--- src/rtl/zeroriscy_multdiv_iter_pkg.sv ---
// Shared types and constants for the iterative multiply/divide unit.
// Optional feature macro: ZERORISCY_MULT_EARLY_EXIT_EN (multiply early exit).
package zeroriscy_multdiv_iter_pkg;

  localparam int unsigned DATA_W = 32;
  localparam int unsigned CNT_W  = 5;

  // Iteration counter load value: 32 CALC cycles (31 down to 0)
  localparam logic [CNT_W-1:0] MD_CNT_LOAD = 5'd31;

  typedef enum logic [1:0] {
    MD_IDLE   = 2'd0,
    MD_CALC   = 2'd1,
    MD_FINISH = 2'd2
  } md_fsm_e;

  localparam logic [1:0] MD_OP_MULL = 2'd0;
  localparam logic [1:0] MD_OP_MULH = 2'd1;
  localparam logic [1:0] MD_OP_DIV  = 2'd2;
  localparam logic [1:0] MD_OP_REM  = 2'd3;

  // Two's-complement magnitude; 0x80000000 maps to itself as an unsigned value
  function automatic logic [DATA_W-1:0] md_magnitude(input logic [DATA_W-1:0] val,
                                                     input logic              is_neg);
    return is_neg ? (~val + 32'd1) : val;
  endfunction

endpackage

--- src/rtl/zeroriscy_md_addsub.sv ---
// 33-bit add/subtract with carry-out, shared by shift-add multiply and
// restoring divide. For subtraction a carry-out of 1 means "no borrow".
module zeroriscy_md_addsub (
  input  logic [32:0] op_a,
  input  logic [32:0] op_b,
  input  logic        sub,
  output logic [32:0] sum,
  output logic        carry
);

  logic [33:0] res;

  // Single adder; subtraction is a + ~b + 1
  always_comb begin
    res = {1'b0, op_a} + {1'b0, (sub ? ~op_b : op_b)} + {33'd0, sub};
  end

  assign sum   = res[32:0];
  assign carry = res[33];

endmodule

--- src/rtl/zeroriscy_multdiv_iter.sv ---
// Area-optimised iterative RV32M multiply/divide unit.
// Radix-2 shift-add multiply and restoring divide share one 33-bit adder.
// Fixed latency 34 cycles (launch, 32 CALC cycles, FINISH).
// Optional macro ZERORISCY_MULT_EARLY_EXIT_EN: multiply stops once the
// remaining multiplier is zero (divide unaffected).
module zeroriscy_multdiv_iter
  import zeroriscy_multdiv_iter_pkg::*;
(
  input  logic        clk,
  input  logic        rst_n,
  input  logic        mult_en_i,
  input  logic        div_en_i,
  input  logic [1:0]  operator_i,
  input  logic [1:0]  signed_mode_i,
  input  logic [31:0] op_a_i,
  input  logic [31:0] op_b_i,
  output logic        ready_o,
  output logic [31:0] multdiv_result_o
);

  md_fsm_e           state_q, state_d;
  logic [CNT_W-1:0]  cnt_q, cnt_d;
  logic              load_op, step_en, load_res;
  logic              req;

  // Operation context captured at launch
  logic              is_div_q;
  logic [1:0]        op_q;
  logic              sign_a_q, sign_b_q, b_zero_q;
  logic [31:0]       addend_q;

  // acc_q[64:32]: product high / partial remainder; acc_q[31:0]: multiplier / quotient
  logic [64:0]       acc_q, acc_step;
  logic [63:0]       acc_final;

  logic              sign_a, sign_b;
  logic [31:0]       a_mag, b_mag;

  logic [32:0]       as_a, as_b, as_sum;
  logic              as_carry;
  logic [32:0]       div_shift, div_rem;
  logic [33:0]       mul_hi;
  logic              calc_done;

`ifdef ZERORISCY_MULT_EARLY_EXIT_EN
  logic [31:0]       mplier_q;
`endif

  assign req    = mult_en_i | div_en_i;
  assign sign_a = signed_mode_i[0] & op_a_i[31];
  assign sign_b = signed_mode_i[1] & op_b_i[31];
  assign a_mag  = md_magnitude(op_a_i, sign_a);
  assign b_mag  = md_magnitude(op_b_i, sign_b);

  // Sign fix-up and result selection from the aligned accumulator
  function automatic logic [31:0] md_fixup(input logic [63:0] acc,
                                           input logic        is_div,
                                           input logic [1:0]  op,
                                           input logic        sa,
                                           input logic        sb,
                                           input logic        b_zero);
    logic [63:0] prod;
    logic [31:0] quo, rem;
    prod = (sa ^ sb) ? (~acc + 64'd1) : acc;
    quo  = acc[31:0];
    rem  = acc[63:32];
    if (!is_div) begin
      return (op == MD_OP_MULH) ? prod[63:32] : prod[31:0];
    end
    if (op == MD_OP_REM) begin
      return sa ? (~rem + 32'd1) : rem;
    end
    return ((sa ^ sb) && !b_zero) ? (~quo + 32'd1) : quo;
  endfunction

  zeroriscy_md_addsub u_addsub (
    .op_a  (as_a),
    .op_b  (as_b),
    .sub   (is_div_q),
    .sum   (as_sum),
    .carry (as_carry)
  );

  // One iteration of the shared datapath: trial subtract or conditional add
  always_comb begin
    div_shift = {acc_q[63:32], acc_q[31]};
    as_a      = is_div_q ? div_shift : acc_q[64:32];
    as_b      = {1'b0, addend_q};
    div_rem   = as_carry ? as_sum : div_shift;
    mul_hi    = acc_q[0] ? {as_carry, as_sum} : {1'b0, acc_q[64:32]};
    if (is_div_q) begin
      acc_step = {div_rem, acc_q[30:0], as_carry};
    end else begin
      acc_step = {mul_hi, acc_q[31:1]};
    end
  end

  // Completion test and final alignment of the product
  always_comb begin
`ifdef ZERORISCY_MULT_EARLY_EXIT_EN
    calc_done = (cnt_q == '0) || (!is_div_q && ((mplier_q >> 1) == 32'd0));
    acc_final = is_div_q ? acc_step[63:0] : 64'(acc_step >> cnt_q);
`else
    calc_done = (cnt_q == '0);
    acc_final = acc_step[63:0];
`endif
  end

  // Next-state and control decode
  always_comb begin
    state_d  = state_q;
    cnt_d    = cnt_q;
    load_op  = 1'b0;
    step_en  = 1'b0;
    load_res = 1'b0;
    case (state_q)
      MD_IDLE: begin
        if (req) begin
          state_d = MD_CALC;
          cnt_d   = MD_CNT_LOAD;
          load_op = 1'b1;
        end
      end
      MD_CALC: begin
        if (!req) begin
          state_d = MD_IDLE;
        end else begin
          step_en = 1'b1;
          cnt_d   = cnt_q - 5'd1;
          if (calc_done) begin
            state_d  = MD_FINISH;
            cnt_d    = '0;
            load_res = 1'b1;
          end
        end
      end
      MD_FINISH: begin
        state_d = MD_IDLE;
      end
      default: begin
        state_d = MD_IDLE;
      end
    endcase
  end

  // Control state, counter and result register
  always_ff @(posedge clk) begin
    if (!rst_n) begin
      state_q          <= MD_IDLE;
      cnt_q            <= '0;
      multdiv_result_o <= '0;
    end else begin
      state_q <= state_d;
      cnt_q   <= cnt_d;
      if (load_res) begin
        multdiv_result_o <= md_fixup(acc_final, is_div_q, op_q, sign_a_q, sign_b_q, b_zero_q);
      end
    end
  end

  // Datapath registers: operand capture at launch, then one step per CALC cycle
  always_ff @(posedge clk) begin
    if (load_op) begin
      is_div_q <= div_en_i;
      op_q     <= operator_i;
      sign_a_q <= sign_a;
      sign_b_q <= sign_b;
      b_zero_q <= (op_b_i == 32'd0);
      addend_q <= div_en_i ? b_mag : a_mag;
      acc_q    <= {33'd0, (div_en_i ? a_mag : b_mag)};
`ifdef ZERORISCY_MULT_EARLY_EXIT_EN
      mplier_q <= b_mag;
`endif
    end else if (step_en) begin
      acc_q    <= acc_step;
`ifdef ZERORISCY_MULT_EARLY_EXIT_EN
      mplier_q <= mplier_q >> 1;
`endif
    end
  end

  assign ready_o = (state_q == MD_FINISH);

endmodule

--- config.mk ---
export PLATFORM = sky130hd
export DESIGN_NAME = zeroriscy_multdiv_iter
export DESIGN_NICKNAME = d
export VERILOG_FILES = /design/src/rtl/zeroriscy_multdiv_iter_pkg.sv /design/src/rtl/zeroriscy_md_addsub.sv /design/src/rtl/zeroriscy_multdiv_iter.sv
export SDC_FILE = /design/constraint.sdc
export NUM_CORES = 1
export LEC_CHECK = 0
export ABC_AREA = 1
export CORE_MARGIN = 5
export CORE_UTILIZATION = 40
export CTS_CLUSTER_SIZE = 10
export DETAILED_ROUTE_END_ITERATION = 8
export SLEW_MARGIN = 20
export SYNTH_ARGS = -nofsm -noshare
export SYNTH_HDL_FRONTEND = slang
export SYNTH_SLANG_ARGS = --single-unit
--- constraint.sdc ---
create_clock -name clk -period 17.3 [get_ports clk]
set_clock_uncertainty 0.1 [all_clocks]
set_input_delay 1.73 -clock clk [delete_from_list [all_inputs] [get_ports clk]]
set_output_delay 1.73 -clock clk [all_outputs]
set_load 0.1 [all_outputs]
==> impl_metrics.csv, run 1 <==
group,metric,value,unit
setup_path,path_common_cell,"nand2_1",
logic_synthesis,synth_area_leader_cell,"nand2_1",
cts,clk_transition_reported_paths,0.06,ns
finish,final_common_cell,"nand2_1",
timing,period_share,41.93,%
floorplan,die_w,207.5,um
pwr,p_switching,0.001038,W
logic_synthesis,synth_cell_types,55,
logic_synthesis,synthArstFlopShare,0,%
cts,cts_root_buf,"clkbuf_16",
setup_path,critical_path.max_fanout,192,
logic_synthesis,synth_cells,2637,
routing,wl_per_cell,20.93,um
setup_path,crit_arrival,7.49,ns
logic_synthesis,synth.avg_cell_area,5.919,um^2
cts,cts_hold_buf,0,
cts,cts-resized-gates,0,
routing,via_per_inst,5.543,
timing,timing.slew.headroom,25.33,%
cts,htreeDepth,4,
cts,cts_setup_buffers,0,
logic_synthesis,yosysTopAreaCellShare,19.89,%
place,dpl.hpwl,53.42,mm
timing,fin_crit,7.254,ns
routing,post-route-drc-count,0,
logic_synthesis,synth_seq_area_share,22.70,%
cts,clock_sinks,142,
pwr,comb_power_share,58.3,%
logic_synthesis,syn-num-nets,2746,
global_route,antenna_found_initial,1,
floorplan,rows,72,
pwr,p_leak,7.940,nW
setup_path,crit_path_max_incr_delay,0.85,ns
logic_synthesis,ys.flop_type,"dfxtp_1",
timing,rsz0062_at_grt,"no",
place,place.gp.congestion,1.063,
setup_path,crit_required,17.54,ns
logic_synthesis,ys_ff_latch,142,
pwr,pwr-share-seq,22.2,%
global_route,grt_pass1_vias,16700,
finish,fin_util,45.52,%
finish,layout_common_cells,"nand2_1 (827), inv_1 (284), nand3_1 (220)",
setup_path,cp-start-kind,"register",
finish,diodes,0,
timing,worst_pin_slew,1.119,ns
floorplan,start_util,40.38,%
min_path,hold_path_class,"reg2reg",
pwr,p_total,0.001983,W
setup_path,slowest_stage,"edfxtp_1",
logic_synthesis,synthesis.area,15610,um^2
setup_path,reg2reg_slack,10.05,ns
pwr,intPower,0.0009447,W
timing,finalWorstSetupSlack,10.05,ns
routing,routed_wl,67.12,mm
timing,finalHoldViolCount,0,
place,io_buffer_count,104,
routing,firstDrtPassIters,6,
routing,ant_nets,0,
flow_run,drv_cap,0,
cts,clkLatencyLatePin,0.45,ns
routing,first_iter_violations,1977,
logic_synthesis,synth_edf_count,70,
pwr,p_clk_share,19.5,%
global_route,grt_start_max_net_pins,193,
timing,setup_tns,0,ns
finish,area_delta_synth_final,12.71,%
global_route,grt.total_usage,29.93,%
logic_synthesis,synth_area_leaders,"nand2_1 (20%), edfxtp_1 (13%), dfxtp_1 (9.2%)",
floorplan,dieArea,43070,um^2
routing,vias,17780,
global_route,grt_pass1_wl,100.1,mm
floorplan,core_area,38650,um^2
pwr,p_per_area,112.7,nW/um^2
status,status,"completed",
place,post-place-ws,10.31,ns
setup_path,crit_type,"reg2reg",
logic_synthesis,yosysWarningCount,0,
timing,finalMaxSlewViolations,0,
timing,finalSetupViolations,0,
cts,cts_buffers,17,
finish,drive_above_1_share,6.210,%
cts,cts_tree,"built",
floorplan,die_y,207.5,um
finish,final_nets,2785,
timing,fmax,137.9,MHz
cts,clock_path_buffers,2,
global_route,grt-ovfl-total,0,
pwr,switching_share,52.35,%
floorplan,ios,105,
pwr,ir_drop,83.11,uV
setup_path,worstSetupEndpointType,"register",
timing,hold_ws,0.3516,ns
## cells in the mapped netlist, types with 31 or more instances
library cell	number
nand3_1	220
o21ai_0	202
o22ai_1	47
xor2_1	97
ha_1	36
edfxtp_1	70
dfxtp_1	72
a21oi_1	158
nand2_1	827
nor2_1	205
inv_1	284
xnor2_1	36
nor3_1	31
clkbuf_1	72
## final timing paths
kind                        startpoint  depth (start not counted)              endpoint
setup reg to reg              is_div_q                         33  multdiv_result_o[14]
hold reg to reg   multdiv_result_o[19]                          2  multdiv_result_o[19]
setup / recovery              is_div_q                         33  multdiv_result_o[14]
hold / removal    multdiv_result_o[19]                          2  multdiv_result_o[19]
## critical path, delay by kind of cell, from the launching register on
kind	cells	cell delay, ns
compound gates	2	0.46
fa+ha+maj	2	0.46
buf+inv	4	1.12
flops	1	0.85
simple gates	25	3.98
## cells by family (layout without fill, tap and decap cells)
logic type / after synthesis / count (layout) / synth area share [%]
xor+xnor: 133 / 133 / 7.463
fa+ha+maj: 37 / 37 / 3.014
flops: 142 / 142 / 22.70
simple gates: 1402 / 1402 / 38.33
buf+inv: 422 / 474 / 10.78
compound gates: 499 / 499 / 17.58
mux: 2 / 2 / 0.1283
## flip-flops by register name, indices dropped and copies added, names as in the netlist
| signal | count |
|---|---|
| cnt_q | 5 |
| sign_a_q | 1 |
| is_div_q | 1 |
| acc_q | 65 |
| multdiv_result_o | 32 |
| op_q | 2 |
| addend_q | 32 |
| sign_b_q | 1 |
| state_q | 2 |
| b_zero_q | 1 |
## routing by layer
| metal | wire (um) | track usage (%) | vias to the layer above |
|---|---|---|---|
| met2 | 31490 | 50.41 | 670 |
| met1 | 28650 | 38.99 | 8324 |
| li1 | - | - | 8682 |
| met4 | 1995 | 8.892 | 0 |
| met5 | 0 | 0 | - |
| met3 | 4986 | 5.894 | 102 |
## power groups by stage
stage,Combinational (W),Clock (W),Sequential [W]
after floorplan,0.000748,0,0.000460
after global placement,0.00113,0,0.000445
after detailed placement,0.00113,0,0.000446
after CTS,0.00113,0.000391,0.000439
after global routing,0.00126,0.000405,0.000444
final,0.00116,0.000387,0.000439
## final cells by class
cell class                      instances  area (um^2)
Sequential cell                       142         3543
Multi-Input combinational cell       2073        10400
Timing Repair Buffer                  129         1236
Fill cell                            4220        21060
Clock inverter                         13        155.1
Tap cell                              518        648.1
Inverter                              313         1177
Clock buffer                           19        432.9
## through the flow
| stage | instances | cell area, um^2 |
|---|---|---|
| global route | 3207 | 17590 |
| floorplan | 2637 | 15610 |
| CTS | 3207 | 17590 |
| global placement | 3175 | 17000 |
| detailed placement | 3175 | 17000 |
| finish | 3207 | 17590 |
(Power assumes the default switching activity.)
==> run 2: changes to the inputs <==
Clock period 17.3 ns to 6.75 ns, I/O delays scaled along.
==> run 2 against run 1 <==
  * Non-clock buffer count rose by 2
  * Final cell count barely moved
  * Final area rose by 0.25%
  * Flip-flop and latch count did not move
  * Largest power group unchanged
==> impl_metrics.csv, run 2 (same netlist as run 1, synthesis figures left out) <==
group,metric,value,unit
pwr,ir_drop,172.9,uV
finish,fill_cells,4170,
timing,fmax,177.0,MHz
setup_path,crit_path_max_incr_delay,0.44,ns
flow_run,drv_cap,0,
cts,cts_tree,"built",
cts,cts-resized-gates,0,
timing,timing.slew.headroom,20.08,%
setup_path,critical_path.max_fanout,79,
place,place.gp.congestion,0.9893,
routing,firstDrtPassIters,6,
global_route,grt_pass1_vias,16390,
routing,via_per_inst,5.564,
routing,vias,17850,
finish,final_nets,2787,
global_route,grt-ovfl-total,0,
pwr,p_leak,7.976,nW
floorplan,die_y,207.5,um
finish,fin_area,17640,um^2
global_route,grt_start_max_net_pins,88,
global_route,grt_pass1_wl,96.84,mm
global_route,antenna_found_initial,0,
finish,layout_common_cells,"nand2_1 (827), inv_1 (284), nand3_1 (220)",
setup_path,path_common_cell,"nand2_1",
finish,final_common_cell,"nand2_1",
cts,clock_path_buffers,2,
routing,wl_per_cell,20.33,um
floorplan,dieArea,43070,um^2
status,status,"completed",
finish,drive_above_1_share,6.280,%
cts,clkLatencyLatePin,0.44,ns
place,dp.cells,3177,
global_route,grt.total_usage,28.95,%
setup_path,slowest_stage,"o21ai_1",
timing,finalSetupViolations,0,
floorplan,start_util,40.38,%
routing,first_iter_violations,2059,
cts,clock_sinks,142,
timing,setup_tns,0,ns
timing,rsz0062_at_grt,"no",
pwr,p_per_area,285.0,nW/um^2
place,dpl.hpwl,51.99,mm
cts,cts_root_buf,"clkbuf_16",
finish,area_delta_synth_final,13.00,%
timing,worst_pin_slew,1.186,ns
floorplan,core_area,38650,um^2
setup_path,path_delay_family,"simple AND/OR/NAND/NOR gates",
routing,routed_wl,65.24,mm
routing,post-route-drc-count,0,
timing,fin_crit,5.651,ns
setup_path,cp-start-kind,"register",
floorplan,ios,105,
timing,finalHoldViolCount,0,
timing,finalMaxSlewViolations,0,
finish,largest_reg_flops,65,
timing,period_share,83.71,%
place,io_buffer_count,104,
cts,cts_buffers,17,
min_path,hold_path_class,"reg2reg",
cts,cts_setup_buffers,0,
setup_path,crit_type,"reg2reg",
finish,top_regs,"acc_q: 65 flops, addend_q: 32 flops, multdiv_result_o: 32 flops",
finish,regMostFlops,"acc_q",
floorplan,die_w,207.5,um
floorplan,rows,72,
finish,diodes,0,
place,postPlaceCellArea,17040,um^2
routing,ant_nets,0,
cts,htreeDepth,4,
cts,cts_hold_buf,0,
setup_path,worstSetupEndpointType,"register",
cts,clk_transition_reported_paths,0.06,ns
setup_path,crit_required,6.98,ns
setup_path,crit_arrival,5.88,ns
finish,instances_no_fill,3209,
setup_path,cp_num_buf_inv,5,
==> run 2: cell count changes in the layout (fill, tap and decap cells not counted), moves of 2 or more <==
cell and delta:
clkinv_2 +3, clkinvlp_4 -3, buf_12 +2, clkbuf_16 +2
==> run 2: tightest hold or removal path, cell delays in order (launching register included) <==
cell	delay, ns
dfxtp_1	0.31
nand2_1	0.06
nand2_1	0.04
==> run 2: final timing paths <==
path | from | to | slack (ns) | cells after the start
max | is_div_q | multdiv_result_o[20] | 1.10 | 31
min reg2reg | multdiv_result_o[26] | multdiv_result_o[26] | 0.35 | 2
min | multdiv_result_o[26] | multdiv_result_o[26] | 0.35 | 2
max reg2reg | is_div_q | multdiv_result_o[20] | 1.10 | 31
==> run 2: per-stage QoR <==
| step | total power (W) | worst slack [ns] | util, % | hold slack (ns) |
|---|---|---|---|---|
| after floorplan | 0.003098 | 0.9962 | - | 0.3499 |
| after global placement | 0.003993 | 1.318 | 44.10 | 0.3381 |
| after detailed placement | 0.004005 | 1.260 | 44.10 | 0.3397 |
| after CTS | 0.004976 | 1.237 | 45.62 | 0.3517 |
| after global routing | 0.005346 | 0.6714 | 45.63 | 0.3649 |
| final | 0.005026 | 1.099 | 45.63 | 0.3481 |
==> run 2: metal layers <==
layer,global-route usage (%),vias to the layer above,routed length (um)
met2,47.31,816,29530
met3,4.851,120,5443
met1,38.41,8234,27630
li1,-,8684,-
met4,11.10,0,2643
met5,0,-,0
==> run 2: area by class of cell <==
cell class | count | area [um^2] | area share [%]
repair buffers | 131 | 1276 | 7.237
multi-input cells | 2073 | 10400 | 58.99
clock inverters | 11 | 103.9 | 0.5889
inverters | 313 | 1177 | 6.676
flip-flops and latches | 142 | 3543 | 20.09
well taps | 518 | 648.1 | 3.675
clock buffers | 21 | 483.0 | 2.739
==> run 2: power breakdown <==
group,switching (W),internal (W)
Sequential,0.0000804,0.00105
Combinational,0.00211,0.000822
Clock,0.000409,0.000555
Total,0.00260,0.00243
